===== config.mk =====
export PLATFORM = sky130hd
export DESIGN_NAME = bht_update_queue
export DESIGN_NICKNAME = d
export VERILOG_FILES = /design/src/rtl/bht_update_queue.sv
export SDC_FILE = /design/constraint.sdc
export NUM_CORES = 1
export LEC_CHECK = 0
export CELL_PAD_IN_SITES_DETAIL_PLACEMENT = 2
export CELL_PAD_IN_SITES_GLOBAL_PLACEMENT = 2
export CORE_ASPECT_RATIO = 0.8
export CORE_MARGIN = 5
export CORE_UTILIZATION = 30
export CTS_CLUSTER_SIZE = 40
export DETAILED_ROUTE_END_ITERATION = 8
export GPL_ROUTABILITY_DRIVEN = 0
export MAX_ROUTING_LAYER = met4
export PLACE_DENSITY_LB_ADDON = 0.1
export SLEW_MARGIN = 10
export SYNTH_ARGS = -nofsm -noshare
export SYNTH_HDL_FRONTEND = slang
export SYNTH_SLANG_ARGS = --single-unit

===== constraint.sdc =====
create_clock -name clk_i -period 17 [get_ports clk_i]
set_clock_uncertainty 0.05 [all_clocks]
set_input_delay 3.4 -clock clk_i [delete_from_list [all_inputs] [get_ports clk_i]]
set_output_delay 3.4 -clock clk_i [all_outputs]
set_load 0.02 [all_outputs]

===== src/rtl/bht_update_queue.sv =====
// bht_update_queue: buffers resolved branch outcomes and drains one per cycle into the BHT.
// Ports: clk_i/rst_ni (async active-low) clock and reset; flush_i drops all queued entries;
// debug_mode_i pops entries without issuing them; resolve_*_i carry NR_PORTS resolutions per cycle,
// port 0 oldest; resolve_ready_o says all ports may push; bht_update_o drives the BHT;
// ghr_o is the committed global history, newest outcome in bit 0.
// Define BHT_UPD_BYPASS_EN to forward the oldest valid port straight to the BHT when the queue is empty.
package riscv;
    localparam int unsigned VLEN = 64;
endpackage

package ariane_pkg;
    typedef struct packed {
        logic                   valid;
        logic [riscv::VLEN-1:0] pc;
        logic                   taken;
    } bht_update_t;
endpackage

module bht_update_queue #(
    parameter int unsigned DEPTH    = 8,
    parameter int unsigned NR_PORTS = 2,
    parameter int unsigned HIST_LEN = 10
) (
    input  logic                                 clk_i,
    input  logic                                 rst_ni,
    input  logic                                 flush_i,
    input  logic                                 debug_mode_i,
    input  logic [NR_PORTS-1:0]                  resolve_valid_i,
    input  logic [NR_PORTS-1:0][riscv::VLEN-1:0] resolve_pc_i,
    input  logic [NR_PORTS-1:0]                  resolve_taken_i,
    output logic                                 resolve_ready_o,
    output ariane_pkg::bht_update_t              bht_update_o,
    output logic [HIST_LEN-1:0]                  ghr_o
);
    localparam int unsigned AW = $clog2(DEPTH);
    localparam int unsigned CW = AW + 1;

    logic [riscv::VLEN-1:0]           pc_q [DEPTH];
    logic [DEPTH-1:0]                 taken_q;
    logic [AW-1:0]                    rd_ptr_q, wr_ptr_q;
    logic [CW-1:0]                    count_q, n_store;
    logic [HIST_LEN-1:0]              ghr_q;
    logic [NR_PORTS-1:0]              push, store;
    logic [NR_PORTS-1:0][AW-1:0]      slot;
    logic                             empty, pop, out_valid, out_taken, upd_valid;
    logic [riscv::VLEN-1:0]           out_pc;

    assign empty           = count_q == '0;
    assign pop             = !empty && !flush_i;
    assign resolve_ready_o = (DEPTH - 32'(count_q)) >= NR_PORTS;

`ifdef BHT_UPD_BYPASS_EN
    logic [NR_PORTS-1:0]    byp_sel;
    logic [riscv::VLEN-1:0] byp_pc;
    logic                   byp_taken, byp_hit;
    // isolate the lowest set bit: the oldest valid port
    assign byp_sel = resolve_valid_i & ~(resolve_valid_i - NR_PORTS'(1));
    assign byp_hit = empty && !flush_i && (|resolve_valid_i);
    always_comb begin
        byp_pc    = '0;
        byp_taken = 1'b0;
        for (int i = 0; i < NR_PORTS; i++) begin
            if (byp_sel[i]) begin
                byp_pc    = resolve_pc_i[i];
                byp_taken = resolve_taken_i[i];
            end
        end
    end
    assign push      = byp_hit ? resolve_valid_i & ~byp_sel : resolve_valid_i;
    assign out_valid = !flush_i && (!empty || byp_hit);
    assign out_pc    = empty ? byp_pc : pc_q[rd_ptr_q];
    assign out_taken = empty ? byp_taken : taken_q[rd_ptr_q];
`else
    assign push      = resolve_valid_i;
    assign out_valid = pop;
    assign out_pc    = pc_q[rd_ptr_q];
    assign out_taken = taken_q[rd_ptr_q];
`endif

    // invalid updates are driven as all-zero so nothing stale leaks to the BHT
    assign upd_valid          = out_valid && !debug_mode_i;
    assign bht_update_o.valid = upd_valid;
    assign bht_update_o.pc    = upd_valid ? out_pc : '0;
    assign bht_update_o.taken = upd_valid && out_taken;
    assign ghr_o              = ghr_q;

    // compact stored ports into consecutive slots starting at the write pointer
    always_comb begin
        n_store = '0;
        for (int i = 0; i < NR_PORTS; i++) begin
            store[i] = push[i] && resolve_ready_o && !flush_i;
            slot[i]  = wr_ptr_q + n_store[AW-1:0];
            n_store  = n_store + CW'(store[i]);
        end
    end

    always_ff @(posedge clk_i) begin
        for (int i = 0; i < NR_PORTS; i++) begin
            if (store[i]) begin
                pc_q[slot[i]]    <= resolve_pc_i[i];
                taken_q[slot[i]] <= resolve_taken_i[i];
            end
        end
    end

    always_ff @(posedge clk_i or negedge rst_ni) begin
        if (!rst_ni) begin
            count_q  <= '0;
            rd_ptr_q <= '0;
            wr_ptr_q <= '0;
        end else if (flush_i) begin
            count_q  <= '0;
            rd_ptr_q <= '0;
            wr_ptr_q <= '0;
        end else begin
            count_q  <= count_q + n_store - CW'(pop);
            rd_ptr_q <= rd_ptr_q + AW'(pop);
            wr_ptr_q <= wr_ptr_q + n_store[AW-1:0];
        end
    end

    always_ff @(posedge clk_i or negedge rst_ni) begin
        if (!rst_ni) ghr_q <= '0;
        else if (upd_valid) ghr_q <= {ghr_q[HIST_LEN-2:0], out_taken};
    end
endmodule

# == Word level (Yosys, flattened, before mapping) ==
# Memories as Yosys holds them, arrays and structs flattened.
# Cells that the tools add are included.
# Widths: inputs -> output; s select.
# classes
magnitude_cmp,6
reduce_logical,13
muxes,18
add_sub_neg,7
# op_table
cell,n
$mux 64,1
$ge 32x2->1 const B,1
$bwmux 8,2
$mux 8,2
$lt 3x4->1 const B,3
$logic_and 1x1->1,9
$mux 1,7
$add 3x1->3,2
$demux 1 s3,2
$ge 3x1->1 const B,2
$mux 3,2
$sub 4x4->5 const A,1
$add 4x2->4,1
$logic_not 4->1,1
$mux 4,1
$sub 4x1->4,1
$add 3x2->3,1
$bmux 1 s3,1
$logic_not 1->1,3
$add 1x1->2,1
# word_totals
wordCells,50
ff_bits,28
ramBits,512
input_bits,136
n_memories,1
# memory_table
name,depth,word_bits,read_ports,rd_clocked_by_memory_dff,write_ports,line,source
pc_q,8,64,1,0,2,38,logic [riscv::VLEN-1:0] pc_q [DEPTH];

# == Longest topological paths before layout ==
# Gate-level depths: netlist of the first run.
# logic_depth
depth_word,11
mapped_depth,16
depth_no_buf,15

# == Least setup slack after synthesis of the first run ==
# No wires, ideal clock.
# synth_path
kind,input-to-reg
startpoint,in flush_i
endpoint,"mem pc_q[0][0] (netlist bit), enable pin"
path_stages,4
slack_ns,7.752
arrival_time_ns,8.623
path_buffers,1
setup_time_ns,0.574
cell_sequence,clkbuf_1 -> nand2b_1 -> or3_1 -> o21ai_0
# synth_lines
item,line,source
"start, declared",26,"input logic flush_i,"
"end, declared",38,

==> metrics.md, run 1 <==
| Metric | Value |
|---|---|
| # clock sinks | 540 |
| Routed WL | roughly 86 mm |
| Compound-Gate Fraction of Synth Area | 0.00919 |
| Top FF cell, synth | edfxtp_1 |
| Syn avg cell area | around 17 um2 |
| Critical Path, Cell by Cell | clkdlybuf4s50_1 > a21oi_1 > nand2b_4 > clkinv_1 > clkdlybuf4s50_1 |
| Skew-Pair Late Insertion Delay | ~0.63 ns |
| IO buf count | around 210 |
| Main combinational cell family by area after synthesis | multiplexers |
| Xor-xnor portion of the synthesized cell area | 0.00194 |
| Crit path time final | 9.97 ns |
| Clock Path Buffers | 3 |
| HP Class | flop to flop |
| Worst-path clk slew | 0.06 ns |
| CP Max Fanout | 76 |
| Number of global-route vias before repair | about 17000 |
| Setup TNS | 0 ns |
| Final setup vio count | 0 |
| Synth top area cells | edfxtp_1 57%, mux2_2 21%, mux4_2 11% |
| Final Cycle Share | 0.587 |
| Fmax achieved | 100 MHz |
| Post-Syn Instances | between 1500 and 2000 |
| Worst setup SP type | primary input |
| Yosys reg bits | 540 |
| Max Cap Viol | 0 |
| CP Data Arrival Time | around 6.5 ns |
| Adder-cell share of the synthesized area | 0.00841 |
| # nets final | 1928 |
| Status | completed |
| Starting Density | 0.303 |
| Rows | 98 |
| Worst-Margin Slew | about 1.1 ns |
| Worst IR Drop VDD | roughly 0.000094 V |
| Post-Synthesis Net Count | 1727 |
| Drc violations | 0 |
| Slew Limit Fails | 0 |
| Pin count of the biggest net entering global routing | 93 |
| Reg-to-Reg Start | count_q[0] |
| HPWL Detailed | 46.8 mm |
| WL per Instance | 28.3 um |
| WHS Endpoint | ghr_o[9] |
| Mux contribution to synthesized area | 0.345 |
| Core Region | 89500 um2 |
| Hold Crit Depth | 2 |
| Placed cells | about 3000 |
| Clock tree from TritonCTS | done |
| Leak | ~10 nW |
| Post-cts gate resize count | 0 |
| Tot GR Track Use | 0.182 |
| Non-Filler Instances | 3037 |
| Slew headroom | 0.251 |
| Vert. Die Dim | approximately 280 um |
| CP dominant cell by count | clkdlybuf4s50_1 |
| Final hold viol count | 0 |
| Via Count | ~15000 |
| Post-synth top area cell | edfxtp_1 |
| P&R area growth vs syn | 19.8% |
| Ys Warns | 0 |
| CP endpoint kind | output pin |
| Number of setup buffers added after CTS | 0 |
| DR pass1 iterations | 5 |
| Reg2reg end | pc_q[0][19] |
| Critical path type | primary input to output pin |
| Ys async rst share | 0.0370 |
| First-pass GRT wire length | 126 mm |
| Yosys cell types | 38 |
| Antenna viol nets, final | 0 |
| Post-synthesis sequential area ratio | 0.592 |
| Synth Area in Simple Gates | 0.0231 |
| Die W | 346 um |
| Total chip power | between 0.004 and 0.005 W |
| Synth Cell Area | between 20000 and 30000 um2 |
| Worst reg-to-reg setup slack | approximately 12 ns |
| Min-delay src | ghr_o[9] |
| Top cell type's share of synthesized area | 0.568 |
| H-tree depth | 2 |
| Share of cells above drive strength 1 | 0.423 |
| Number of synthesized flops with an enable pin | slightly above 500 |
| Die area | 96400 um2 |
| Gr ovfl total | 0 |
| CTS root buf | clkbuf_16 |
| Clock buffer count from CTS | 60 |
| PD cells | about 130 nW/um2 |
| RSZ-0062 raised after global routing | no |
| Reg2Reg Depth | 14 |
| Routed vias/inst | approximately 5 |
| Ports | about 210 |
| Slowest CP cell | clkdlybuf4s50_1 |
| Initial antenna violation count | 16 |
| WP data required | 13.55 ns |
| Hold buffers post-CTS | 0 |
| Largest stage delay, worst path | 0.90 ns |
| DRT iter0 DRCs | 818 |
==> sequential cells by signal (all words and copies together) (netlist names) <==
| signal | cells |
|---|---|
| pc_q | 512 |
| count_q | 4 |
| rd_ptr_q | 3 |
| taken_q | 8 |
| wr_ptr_q | 3 |
| ghr_o | 10 |
==> synth_stat cells, types with 6 or more instances <==
cell      instances
mux4_2          130
or3_1             6
o21ai_0          14
dfxtp_1           8
edfxtp_1        512
nor2_1           86
buf_1            12
clkbuf_1         23
inv_1            13
buf_2            70
mux2i_1          65
dfrtp_1          20
nor2b_1           7
nand2_1          30
a31oi_1           8
mux2_2          512
ha_1             15
==> metrics by stage <==
stage | util | hold slack (ns) | setup WS [ns] | area [um2]
2_1_floorplan | - | 0.407 | 7.75 | 27100
3_3_place_gp | 0.342 | 0.415 | 7.03 | 30600
3_5_place_dp | 0.342 | 0.440 | 6.89 | 30600
4_1_cts | 0.362 | 0.456 | 6.89 | 32400
5_1_grt | 0.363 | 0.489 | 6.69 | 32400
6_report | 0.363 | 0.452 | 7.03 | 32400
==> cells in the final DEF (no fill, tap or decap), types with 11 or more instances in the layout <==
cell               n
ha_1              15
mux2i_1           65
dfrtp_1           17
nor2_1            86
clkinv_2          11
nand2_1           30
inv_1             13
clkdlybuf4s50_1  212
clkbuf_16         61
mux2_2           512
diode_2           15
clkinv_1          19
buf_4             33
edfxtp_1         512
mux4_2           130
o21ai_4           12
clkbuf_1          13
==> layer usage <==
layer | routed length (um) | vias up | GRT usage
met2 | 42500 | 251 | 0.302
met1 | 38400 | 8150 | 0.233
li1 | - | 6733 | -
met4 | 1630 | 0 | 0.0408
met3 | 3330 | 114 | 0.0343
met5 | 0 | - | -
==> power breakdown <==
part	internal, W	leakage (nW)	total, W	switching, W
Clock	0.000675	0.876	0.00123	0.000558
Sequential	0.00166	4.97	0.00175	0.0000879
Combinational	0.000544	4.53	0.00119	0.000644
Total	0.00288	10.4	0.00417	0.00129
==> worst max-delay path: cells and delay by family <==
family          cells  cell delay [ns]
simple gates        1             0.75
buf+inv             3             2.09
compound gates      1             0.24
==> cells by family (layout without fill, tap and decap cells) <==
| family | count (synthesis) | count (layout) |
|---|---|---|
| other | 0 | 15 |
| xor gates and xnor gates | 6 | 6 |
| muxes | 707 | 707 |
| adders and majority gates | 17 | 17 |
| and+or+nand+nor | 143 | 143 |
| buffers and inverters | 121 | 369 |
| DFF | 540 | 540 |
| AOI/OAI and AO/OA | 40 | 40 |
==> cell type report <==
type	instances	area (um2)
repair buffers	246	2390
well taps	1200	1500
diodes	15	37.5
clock buffers	76	1600
flip-flops and latches	540	16000
fillers	8832	57100
inverters	14	52.6
clock inverters	33	178
multi-input cells	913	10600
==> worst max path at each step <==
stage	from	to	slack [ns]
2_1_floorplan	flush_i	pc_q[0][0]	7.75
3_5_place_dp	flush_i	bht_update_o[65]	6.89
6_report	flush_i	bht_update_o[65]	7.03
3_3_place_gp	flush_i	bht_update_o[65]	7.03
5_1_grt	flush_i	bht_update_o[65]	6.69
4_1_cts	flush_i	bht_update_o[65]	6.89
(Power assumes the default switching activity.)
==> run 2: changes to the inputs <==
==> constraint.sdc (replaced) <==
create_clock -name clk_i -period 9.7 [get_ports clk_i]
set_clock_uncertainty 0.05 [all_clocks]
set_input_delay 1.94 -clock clk_i [delete_from_list [all_inputs] [get_ports clk_i]]
set_output_delay 1.94 -clock clk_i [all_outputs]
set_load 0.02 [all_outputs]
==> run 2 against run 1 <==
  * Sequential power rose by 74%
  * Flip-flop and latch count did not move
  * Global-route usage fell by 0.12 points
  * Combinational power rose by 76%
  * Worst hold slack got worse by 0.0040 ns
  * First-iteration DRC count fell by 3.4%
  * Total power rose by 78%
  * Register-to-register slack got worse by 7.2 ns
  * Setup slack got worse by 4.4 ns
  * Sequential share of layout area fell by 0.25 points
  * Via count fell by 0.46%
  * Die area did not move
  * Largest power group unchanged
==> metrics.md, run 2 (same netlist as run 1, synthesis figures left out) <==
| Metric | Value |
|---|---|
| Status | completed |
| Clock Path Buffers | 3 (unchanged) |
| Worst Path Buf+Inv | 3 (unchanged) |
| Worst-Margin Slew | 1.09 ns (-0.0299 ns) |
| Worst IR Drop VDD | 0.000129 V (+38%) |
| Sequential power share | 0.411 (-0.008) |
| Rows | 98 (unchanged) |
| Tot GR Track Use | 0.180 (-0.00125) |
| Routed vias/inst | 4.98 (-0.75%) |
| Antenna viol nets, final | 0 (unchanged) |
| CP endpoint kind | output pin |
| Worst reg-to-reg setup slack | 4.43 ns (-7.15 ns) |
| Clock tree from TritonCTS | done |
| Worst setup SP type | primary input |
| Vert. Die Dim | 279 um (unchanged) |
| CP top delay family | buffers and inverters |
| Worst-path clk slew | 0.06 ns (about the same) |
| Reg-to-Reg Start | count_q[0] |
| Reg2Reg Depth | 14 (unchanged) |
| Core Region | 89500 um2 (unchanged) |
| Final setup vio count | 0 (unchanged) |
| DRT iter0 DRCs | 790 (-3.4%) |
| RSZ-0062 raised after global routing | no |
| Largest stage delay, worst path | 0.88 ns (-0.02 ns) |
| Post-cts gate resize count | 0 (unchanged) |
| Max reg flops | 512 (unchanged) |
| CP Data Arrival Time | 5.04 ns (-1.48 ns) |
| Placed cells | 2917 (+0.14%) |
| Final hold viol count | 0 (unchanged) |
| Gr ovfl total | 0 (unchanged) |
| DR pass1 iterations | 4 (-1) |
| P&R area growth vs syn | 20.4% |
| Clock Power Share | 0.305 (+0.009) |
| # clock sinks | 540 (unchanged) |
| Die area | 96400 um2 (unchanged) |
| Die W | 346 um (unchanged) |
| CP dominant cell by count | clkdlybuf4s50_1 |
| Number of global-route vias before repair | 17500 (+0.61%) |
| Ports | 213 (unchanged) |
| Logic pwr share | 0.284 (about the same) |
| Critical Path, Cell by Cell | clkdlybuf4s50_1 > a21oi_1 > nand2b_4 > clkinv_1 > clkdlybuf4s50_1 |
| # nets final | 1932 (+0.21%) |
| Routed WL | 85.4 mm (-0.56%) |
| Share of cells above drive strength 1 | 0.423 (about the same) |
| Initial antenna violation count | 17 (+1) |
| Pin count of the biggest net entering global routing | 77 (-17%) |
| Hold Crit Depth | 2 (unchanged) |
| Sw Pwr | 0.00225 W (+75%) |
| WHS Endpoint | ghr_o[9] |
| Slowest CP cell | clkdlybuf4s50_1 |
| HP Class | flop to flop |
| WP data required | 7.71 ns (-5.84 ns) |
| Via Count | 15200 (-0.46%) |
| Hold buffers post-CTS | 0 (unchanged) |
| Skew-Pair Late Insertion Delay | 0.63 ns (about the same) |
| Starting Density | 0.303 (unchanged) |
| Most frequent cells in the layout | 512 x mux2_2, 512 x edfxtp_1, 212 x clkdlybuf4s50_1 |
| Clock buffer count from CTS | 60 (unchanged) |
| Setup TNS | 0 ns (unchanged) |
| Final Cycle Share | 0.725 |
| Max Cap Viol | 0 (unchanged) |
| First-pass GRT wire length | 126 mm (-0.75%) |
| Critical path type | primary input to output pin |
| Slew Limit Fails | 0 (unchanged) |
| Pint | 0.00517 W (+80%) |
| H-tree depth | 2 (unchanged) |
| Fmax achieved | 142 MHz |
| WL per Instance | 28.0 um (-0.85%) |
| Drc violations | 0 (unchanged) |
| Sw Share | 0.304 (-0.00614) |
| Min-delay src | ghr_o[9] |
| Crit path time final | between 7 and 8 ns |
| Reg2reg end | pc_q[1][30] |
| CTS root buf | clkbuf_16 |
| Non-Filler Instances | 3046 (+0.30%) |
| Slew headroom | 0.274 (+0.0228) |
| CP Max Fanout | 76 (unchanged) |
| Critical Path Stages | 5 (unchanged) |
| Number of setup buffers added after CTS | 0 (unchanged) |
| HPWL Detailed | 47.9 mm (+2.2%) |
| IO buf count | 212 (unchanged) |
| Leak | 10.4 nW (+0.73%) |
| PD cells | 228 nW/um2 (+77%) |
| Layout Utilization | 0.364 (+0.00186) |
==> run 2: area by class of cell <==
class	instances	area (um2)
clock buffers	85	1690
inverters	14	52.6
well taps	1200	1500
fillers	8780	56900
multi-input cells	913	10600
repair buffers	250	2420
flip-flops and latches	540	16000
diodes	18	45.0
clock inverters	26	221
==> run 2: power by group through the flow <==
stage	registers, W	logic, W	clock network (W)
after floorplan	0.00307	0.00135	0
after global placement	0.00309	0.00214	0
after detailed placement	0.00311	0.00217	0
after CTS	0.00306	0.00218	0.00235
after global routing	0.00308	0.00228	0.00244
final	0.00305	0.00210	0.00227
==> run 2: routing by layer <==
| metal | vias to the layer above | global-route usage | routed length [um] |
|---|---|---|---|
| li1 | 6758 | - | - |
| met1 | 8110 | 0.226 | 37800 |
| met2 | 213 | 0.308 | 43000 |
| met3 | 97 | 0.0335 | 3110 |
| met4 | 0 | 0.0372 | 1390 |
| met5 | - | - | 0 |
==> run 2: worst max-delay path by stage <==
stage                       start                to  slack [ns]
after global routing      flush_i  bht_update_o[65]        2.31
final                     flush_i  bht_update_o[65]        2.67
after detailed placement  flush_i  bht_update_o[65]        2.55
after CTS                 flush_i  bht_update_o[65]        2.55
after floorplan           flush_i        pc_q[0][0]        1.91
after global placement    flush_i  bht_update_o[65]        2.67
==> run 2: through the flow <==
stage	worst slack, ns	hold WS [ns]	power, W	cell area (um2)
6_report	2.67	0.448	0.00742	32600
4_1_cts	2.55	0.451	0.00759	32600
5_1_grt	2.31	0.465	0.00781	32600
2_1_floorplan	1.91	0.407	0.00442	27100
3_5_place_dp	2.55	0.442	0.00528	30700
3_3_place_gp	2.67	0.409	0.00523	30700
==> run 2: tightest hold or removal path: stages, from the launching register on <==
cell     delay (ns)
dfrtp_1        0.35
nand2_1        0.05
nand2_1        0.06
==> run 3: changes to the inputs <==
==> constraint.sdc (replaced) <==
create_clock -name clk_i -period 6.5 [get_ports clk_i]
set_clock_uncertainty 0.05 [all_clocks]
set_input_delay 1.3 -clock clk_i [delete_from_list [all_inputs] [get_ports clk_i]]
set_output_delay 1.3 -clock clk_i [all_outputs]
set_load 0.02 [all_outputs]
==> run 3 against run 2 <==
  * Cell area increased by 0.99%
  * Largest cell class unchanged
  * Sequential power is 50% higher
  * Sequential share of layout area down 0.48 points
  * Largest power group unchanged
  * Final cell count rose by 0.36%
==> metrics.md, run 3 (same netlist as run 1, synthesis figures left out) <==
| Metric | Value |
|---|---|
| Status | completed |
| Routed vias/inst | 5.01 (+0.64%) |
| P&R area growth vs syn | 21.6% |
| CP endpoint kind | output pin |
| Worst setup SP type | primary input |
| Leak | 10.6 nW (+1.3%) |
| WL per Instance | 28.1 um (+0.23%) |
| HP Class | flop to flop |
| Initial antenna violation count | 12 (-5) |
| Worst-path clk slew | 0.06 ns (about the same) |
| Drc violations | 0 (unchanged) |
| Placed cells | 2925 (+0.27%) |
| Final hold viol count | 0 (unchanged) |
| Worst IR Drop VDD | 0.000168 V (+30%) |
| Slew Limit Fails | 0 (unchanged) |
| CTS root buf | clkbuf_16 |
| WP data required | 5.15 ns (-2.56 ns) |
| DR pass1 iterations | 4 (unchanged) |
| Non-Filler Instances | 3057 (+0.36%) |
| IO buf count | 212 (unchanged) |
| # nets final | 1946 (+0.72%) |
| Die area | 96400 um2 (unchanged) |
| Gr ovfl total | 0 (unchanged) |
| Hold buffers post-CTS | 0 (unchanged) |
| Starting Density | 0.303 (unchanged) |
| Skew-Pair Late Insertion Delay | 0.59 ns (-0.04 ns) |
| CP Max Fanout | 29 (-62%) |
| CP Data Arrival Time | 3.79 ns (-1.25 ns) |
| Most frequent cells in the layout | 512 x mux2_2, 512 x edfxtp_1, 212 x clkdlybuf4s50_1 |
| PD cells | 342 nW/um2 (+50%) |
| Vert. Die Dim | 279 um (unchanged) |
| RSZ-0062 raised after global routing | no |
| Slew headroom | 0.290 (+0.0166) |
| Clock Path Buffers | 3 (unchanged) |
| DRT iter0 DRCs | 818 (+3.5%) |
| HPWL Detailed | 48.4 mm (+1.0%) |
| Max reg flops | 512 (unchanged) |
| Rows | 98 (unchanged) |
| Fmax achieved | 194 MHz |
| Pin count of the biggest net entering global routing | 67 (-13%) |
| Post-cts gate resize count | 0 (unchanged) |
| Worst-Margin Slew | 1.06 ns (-0.0249 ns) |
| Critical path type | primary input to output pin |
| Via Count | 15300 (+1.0%) |
| # clock sinks | 540 (unchanged) |
| Placed cell areas | 30900 um2 (+0.77%) |
| Final setup vio count | 0 (unchanged) |
| Clock tree from TritonCTS | done |
| Max Cap Viol | 0 (unchanged) |
| Share of cells above drive strength 1 | 0.426 (+0.00283) |
| Clock buffer count from CTS | 66 (+10%) |
| Core Region | 89500 um2 (unchanged) |
| Number of global-route vias before repair | 17900 (+2.1%) |
| Design area | 32900 um2 (+0.99%) |
| Crit path time final | roughly 5 ns |
| Tot GR Track Use | 0.183 (+0.00298) |
| First-pass GRT wire length | 128 mm (+1.9%) |
| Die W | 346 um (unchanged) |
| Ports | 213 (unchanged) |
| Routed WL | 85.9 mm (+0.59%) |
| Number of setup buffers added after CTS | 0 (unchanged) |
| Final Cycle Share | 0.791 |
| H-tree depth | 3 (+1) |
| Antenna viol nets, final | 0 (unchanged) |
==> run 3: cell count changes in the layout (fill, tap and decap cells not counted), sizes merged <==
cell / change
buf: +8
bufinv: -3
inv: +1
clkinvlp: +1
clkinv: -2
diode: -5
clkbuf: +11
==> run 3: metrics by stage <==
| step | hold slack [ns] | total power [W] | setup TNS, ns | utilization | setup WS, ns |
|---|---|---|---|---|---|
| floorplan | 0.407 | 0.00659 | -82.91 | - | -0.648 |
| global placement | 0.408 | 0.00788 | 0 | 0.345 | 1.18 |
| detailed placement | 0.416 | 0.00795 | 0 | 0.345 | 1.12 |
| CTS | 0.435 | 0.0115 | 0 | 0.368 | 1.26 |
| global route | 0.475 | 0.0118 | 0 | 0.368 | 1.14 |
| finish | 0.427 | 0.0112 | 0 | 0.368 | 1.36 |
==> run 3: final timing paths <==
path                            slack, ns              end  startpoint  depth (start not counted)
min in group asynchronous            1.20      rd_ptr_q[0]      rst_ni                          1
worst max-delay path                 1.36  bht_update_o[3]     flush_i                          6
worst min register to register       0.43         ghr_o[9]    ghr_o[9]                          2
worst max register to register       1.85       pc_q[0][5]  count_q[0]                         15
max in group asynchronous            4.48      rd_ptr_q[1]      rst_ni                          1
worst min-delay path                 0.43         ghr_o[9]    ghr_o[9]                          2
==> run 3: worst max-delay path, stage by stage <==
cell and delay, ns:
clkdlybuf4s50_1 0.55, a21oi_1 0.45, nand2b_4 0.30, buf_4 0.34, nor2_1 0.15, clkdlybuf4s50_1 0.64
==> run 3: layer usage <==
layer,up-vias,routed length (um),part of all wire,track usage
li1,6777,-,-,-
met1,8241,38000,0.44,0.233
met2,229,43300,0.50,0.312
met3,83,3360,0.039,0.0330
met4,0,1260,0.015,0.0346
met5,-,0,0,-
==> run 3: area by class of cell <==
cell class | instances | area, um2
antenna | 13 | 32.5
clock buffer | 96 | 1880
clock inverter | 23 | 129
fill | 8769 | 56600
inverter | 14 | 52.6
multi-input combinational | 913 | 10600
sequential | 540 | 16000
tap | 1200 | 1500
timing repair buffer | 258 | 2660
==> run 3: where the power goes <==
group	switching, W	total (W)	leakage, nW	internal, W
clock	0.00146	0.00350	0.975	0.00204
sequential	0.000244	0.00457	4.97	0.00433
combinational	0.00168	0.00318	4.64	0.00150
